File: src/rtl/button_conditioner.sv
// Synchronizes, debounces and edge-detects four push buttons and one slide switch.
// Define BUTTON_CONDITIONER_AUTOREPEAT_EN to add hold-to-repeat on Aumentar/Disminuir.
module button_conditioner #(
  parameter logic [15:0] DEBOUNCE_CYCLES = 16'd50000,
  parameter logic [23:0] REPEAT_DELAY    = 24'd5000000,
  parameter logic [23:0] REPEAT_PERIOD   = 24'd1000000
) (
  input  logic       clk,
  input  logic       reset,
  input  logic [3:0] btn_raw,
  input  logic       sw_raw,
  output logic       Left,
  output logic       Right,
  output logic       Aumentar,
  output logic       Disminuir,
  output logic       Switch0,
  output logic [3:0] btn_level
);

  localparam int CNT_W = $clog2(32'(DEBOUNCE_CYCLES) + 1);
  localparam logic [CNT_W-1:0] DB_LAST = CNT_W'(DEBOUNCE_CYCLES - 16'd1);

  // Bit order: [3:0] buttons as in btn_raw, [4] switch.
  logic [4:0]       raw;
  logic [4:0]       sync_p0;
  logic [4:0]       sync_p1;
  logic [4:0]       level_p2;
  logic [4:0]       level_p3;
  logic [CNT_W-1:0] db_cnt [5];
  logic [3:0]       press;
  logic [3:0]       rep_hit;
  logic [3:0]       cand;
  logic [3:0]       cmd_next;

  assign raw = {sw_raw, btn_raw};

  // Stages p0/p1: two-flop synchronizer; p2: debounced level; p3: delayed level.
  always_ff @(posedge clk) begin
    if (reset) begin
      sync_p0  <= '0;
      sync_p1  <= '0;
      level_p2 <= '0;
      level_p3 <= '0;
      for (int i = 0; i < 5; i++) db_cnt[i] <= '0;
    end else begin
      sync_p0  <= raw;
      sync_p1  <= sync_p0;
      level_p3 <= level_p2;
      for (int i = 0; i < 5; i++) begin
        if (sync_p1[i] == level_p2[i]) begin
          db_cnt[i] <= '0;
        end else if (db_cnt[i] == DB_LAST) begin
          level_p2[i] <= ~level_p2[i];
          db_cnt[i]   <= '0;
        end else begin
          db_cnt[i] <= db_cnt[i] + 1'b1;
        end
      end
    end
  end

  assign press = level_p2[3:0] & ~level_p3[3:0];

`ifdef BUTTON_CONDITIONER_AUTOREPEAT_EN
  // Repeat timing runs off the delayed level so it starts in the press-pulse cycle.
  logic [23:0] rep_cnt [2];
  logic [1:0]  rep_started;

  always_comb begin
    rep_hit = '0;
    for (int j = 0; j < 2; j++) begin
      rep_hit[2+j] = level_p3[2+j] &&
        (rep_cnt[j] == (rep_started[j] ? (REPEAT_PERIOD - 24'd1) : (REPEAT_DELAY - 24'd1)));
    end
  end

  always_ff @(posedge clk) begin
    for (int j = 0; j < 2; j++) begin
      if (reset || !level_p3[2+j]) begin
        rep_cnt[j]     <= '0;
        rep_started[j] <= 1'b0;
      end else if (rep_hit[2+j]) begin
        rep_cnt[j]     <= '0;
        rep_started[j] <= 1'b1;
      end else begin
        rep_cnt[j] <= rep_cnt[j] + 24'd1;
      end
    end
  end
`else
  assign rep_hit = '0;
`endif

  assign cand = press | rep_hit;

  // Fixed priority Right > Left > Aumentar > Disminuir; losers are dropped.
  always_comb begin
    cmd_next = '0;
    if (cand[1])      cmd_next[1] = 1'b1;
    else if (cand[0]) cmd_next[0] = 1'b1;
    else if (cand[2]) cmd_next[2] = 1'b1;
    else if (cand[3]) cmd_next[3] = 1'b1;
  end

  // Output register stage.
  always_ff @(posedge clk) begin
    if (reset) begin
      Left      <= 1'b0;
      Right     <= 1'b0;
      Aumentar  <= 1'b0;
      Disminuir <= 1'b0;
    end else begin
      Left      <= cmd_next[0];
      Right     <= cmd_next[1];
      Aumentar  <= cmd_next[2];
      Disminuir <= cmd_next[3];
    end
  end

  assign btn_level = level_p3[3:0];
  assign Switch0   = level_p3[4];

endmodule

File: config.mk
export PLATFORM = sky130hd
export DESIGN_NAME = button_conditioner
export DESIGN_NICKNAME = d
export VERILOG_FILES = /design/src/rtl/button_conditioner.sv
export SDC_FILE = /design/constraint.sdc
export NUM_CORES = 1
export LEC_CHECK = 0
export BUFFER_PORTS_ARGS = -buffer_cell sky130_fd_sc_hd__buf_2
export CAP_MARGIN = 0
export CORE_MARGIN = 2
export CORE_UTILIZATION = 35
export CTS_CLUSTER_DIAMETER = 100
export DETAILED_ROUTE_END_ITERATION = 10
export PLACE_DENSITY = 0.6
export SETUP_SLACK_MARGIN = 0.4
export SYNTH_ARGS = -nofsm -noshare
export SYNTH_HDL_FRONTEND = slang
export SYNTH_SLANG_ARGS = --single-unit
File: constraint.sdc
create_clock -name clk -period 2 [get_ports clk]
set_input_delay 0.3 -clock clk [delete_from_list [all_inputs] [get_ports clk]]
set_output_delay 0.3 -clock clk [all_outputs]
set_load 0.01 [all_outputs]
---- Word level (Yosys, flattened, before mapping) ----
Memory sizes are Yosys's and may differ from the RTL's.
Index checks and enable logic that the tools add are counted.
word-level totals
  register bits after elaboration ......... 24
  bits in writable memories ............... 80
  output and inout port bits .............. 9
  logic and storage cells ................. 139
  memories ................................ 1
cells by class
  $add $sub $neg .......................... 5
  equality and inequality tests ........... 10
  muxes and demuxes ....................... 76
  bitwise logic cells ..................... 27
  reductions and logical operators ........ 8
memories
  name    depth  width  rd ports  clocked after memory_dff  write ports  line  source
  db_cnt  5      16     5         0                         5            29    logic [CNT_W-1:0] db_cnt [5];
operators with widths
  operator                                        count
  2-to-1 mux 16 bit                               15
  adder 16 x 1 -> 16 bit (second input constant)  5
  == test 16 bit (second input constant)          5
  2-to-1 mux 1 bit                                61
  OR 1 bit                                        15
  NOT 1 bit                                       10
  AND reduction 2 bit                             5
  == test 1 bit                                   5
  bitwise AND 4 bit                               1
  NOT 4 bit                                       1
  OR reduction 4 bit                              1
  OR reduction 3 bit                              1
  OR reduction 2 bit                              1

---- Logic depth before layout (Yosys ltp) ----
An unclocked memory read counts as a cell.
  depth in word-level cells ............... 8
  gate-level depth with buffers ........... 7

---- Worst setup path before layout ----
No wires, ideal clock.
  path kind ............................... reg2reg
  start point ............................. memory db_cnt[0][7] (netlist name)
  end point ............................... memory db_cnt[0][10] (netlist name) (data pin)
  library setup time ...................... 254 ps
  data arrival time ....................... 1,891 ps
  data required time ...................... 1,746 ps
  slack ................................... -145 ps
  stages on the path, launching flop included .. 7
  path buffers ............................ 2
  cell sequence ........................... edfxtp_1 -> or4b_2 -> nor4_2 -> or2_1 -> buf_2 -> buf_4 -> nor2_1
RTL lines
  what                line
  start: declaration  29

==> flow_summary.toml <==
[status]
run_status = "finished with violations"
violations = "setup timing"

[clock_network]
root_buffer = "clkbuf_16"
numCtsBuffers = 9
max-clock-path-buffers = 2
cts.sinks = 104
clk_pin_slew_worst_paths_ps = 70
hold_buffers = 0
insertion_delay_ps = 340
tritoncts = "built"
h-tree-depth = 3

[timing]
finalSetupViolCount = 27
hold_violations = 0
setup_ws_ps = -97.4
rsz0062_at_grt = "true"
finalCriticalPeriod_ps = 2100
slew_viol_final = 0
max_slew_margin_pct = 47.1
fmax_mhz = 477
fin_worst_skew_ps = 5.42
finalCritPeriodShare_pct = 105
tightest_slew_ps = 791
fin_hold_ws_ps = 164
final.setup.tns_ps = -1480

[critical_path]
critPathTopFamily = "simple AND/OR/NAND/NOR gates"
required_ps = 2290
r2r-start = "db_cnt[4][5]"
crit_type = "reg -> reg"
startpoint = "db_cnt[4][5]"
crit_top_cell = "or4_4"
crit_buf_inv = 0
max_stage_delay_ps = 560
critPathArrivalTime_ps = 2390
slowest_stage = "or4_4"
worstPathCellList = "or4_1 -> or4_4 -> or4_4 -> nand2_1"
crit_path_start_kind = "flip-flop"
cp_max_fo = 3
worstSetupEndpointType = "flip-flop"

[power_and_ir_drop]
power_frac_seq_pct = 54.5
combPwrFrac_pct = 7.1
p_per_area_nw_per_um2 = 646
switchingPower_mw = 1.01
power_frac_clock_pct = 38.4
p_int_mw = 3.54
p_leak_nw = 2.44
peakVddDrop_v = 0.000443
p_sw_share_pct = 22.2

[run]
drv_cap = 0

[route]
vias_per_cell = 4.63
routedWlPerCell_um = 12.7
drtIter0Drc = 184
routed-via-count = 3809
drt_wl_total_um = 10500
final_antenna_net_count = 0
drc_errors = 0
drtPass1Iterations = 4

[floorplanning]
rows = 44
io_pins = 16
die_x_um = 125
core_area_um2 = 14400
start_util_pct = 35.4
die_h_um = 125
design.die.area_um2 = 15500

[final_layout]
seqCellArea_um2 = 2880
syn_to_final_growth_pct = 38.3
fin_nets = 647
fin_cells = 823
diodes = 0
num-fill-cells = 1308
multi_input_area_um2 = 2950
drive_gt1_share_pct = 27.5
finalCoreUtilization_pct = 49.0

[grt]
overflow = 0
grt_pass1_wl_um = 16900
grt_usage_pct = 13.3
grt_max_degree = 21
antenna_found_initial = 0
grt_pass1_vias = 3655

[yosys]
synth_seq_cells = 104
syn_area_um2 = 5090
postSynthAreaPerCell_um2 = 10.7
ys_warn_count = 0
synthCells = 476
synth-edff-count = 80
ys.flop_type = "edfxtp_1"
async_flop_share_pct = 0
synth_cell_types = 37
ys_seq_area_share_pct = 56.6

[place]
place_congestion = 0.781
io_buffer_count = 15
pre_cts_slack_ps = -82.9
dp.cells = 769
hpwl_um = 6640

[min_path]
hp-start = "btn_raw[2]"
hold_path_class = "in -> reg"
## sequential cells by signal (all words and copies together) (netlist names), 5 cells and up
register	count
sync_p1	5
level_p3	5
sync_p0	5
db_cnt	80
level_p2	5
## layer usage
layer / wire [um] / up-vias / global-route usage, % / share of wire [%]
met4: 190 / 0 / 5.82 / 1.8
met2: 5190 / 44 / 21.8 / 50
li1: - / 1928 / - / -
met5: 0 / - / 0 / 0
met3: 222 / 17 / 2.41 / 2.1
met1: 4870 / 1820 / 17.3 / 46
## area by class of cell
type / count / share of cell area, %
inverters: 20 / 1.07
flip-flops and latches: 104 / 40.9
repair buffers: 78 / 8.71
multi-input cells: 422 / 41.9
clock inverters: 1 / 0.0888
well taps: 184 / 3.27
clock buffers: 14 / 4.07
## power by group through the flow
stage	Combinational, mW	Clock, mW	Sequential, mW
floorplan	0.158	0	2.51
global placement	0.212	0	2.52
detailed placement	0.215	0	2.53
CTS	0.255	1.81	2.48
global route	0.357	1.87	2.49
finish	0.322	1.75	2.48
## path summary, 6_finish.rpt
kind | to | slack, ps | depth (start not counted)
min reg2reg | Disminuir | 440 | 1
max reg2reg | level_p2[4] | -100 | 4
max | level_p2[4] | -100 | 4
min | sync_p0[2] | 160 | 2
## Yosys cell counts (2+ instances only)
cell      instances  area share, %
mux2i_1           3           0.59
clkbuf_1          6           0.44
buf_4             2           0.29
nor4_1           25            3.1
nand4b_1          2           0.34
nor4bb_1          2           0.39
edfxtp_1         80             47
nor2b_1          18            2.2
xnor2_1          63             11
dfxtp_1          24            9.4
or4b_2            2           0.39
o21ai_0           2           0.20
nand4_1          22            2.7
nor2_1           93            6.9
and3_1            5           0.61
a21oi_1           2           0.20
inv_1            20            1.5
and2_1            2           0.25
and4_1            2           0.34
nand3_1          24            2.4
xor2_1           11            1.9
nand2b_1          2           0.25
or4_1             5           0.74
nor4b_1           3           0.52
ha_1              5            1.2
buf_2             2           0.20
nand2_1          22            1.6
nor3_1           18            1.8
## cells by family after synthesis
kind of cell / after synthesis / share of synthesized area, %
compound gates: 7 / 0.983
other cells: 1 / 0.0737
flops: 104 / 56.6
simple gates: 252 / 25.4
mux: 3 / 0.590
buf+inv: 30 / 2.41
fa+ha+maj: 5 / 1.23
xor+xnor: 74 / 12.7
## what timing repair did
action,4_1_cts,5_1_grt
gates resized for setup,54,81
pin swaps,19,26
cloned,2,1
endpoints found under the setup margin,79,82
buffers inserted,15,21
hold endpoints to repair,0,0
## per-stage QoR
stage	power [mW]	cell area, um^2
global route	4.72	7040
detailed placement	2.74	5900
finish	4.55	7040
floorplan	2.67	5470
CTS	4.54	6530
global placement	2.73	5900
## cells in the final DEF (no fill, tap or decap), types with 6 or more instances in the layout
master	synthesis	routed
nand4_1	22	22
edfxtp_1	80	80
nand2_1	22	20
nor4_2	1	11
nor2_1	93	45
xnor2_1	63	63
nor2_4	0	42
nor3_1	18	18
conb_1	1	80
nand3_1	24	20
dfxtp_1	24	24
buf_2	2	15
nor2_2	0	6
nor2b_1	18	18
xor2_1	11	11
buf_4	2	55
clkbuf_16	0	11
nor4_1	25	13
inv_1	20	20
(Power assumes the default switching activity.)
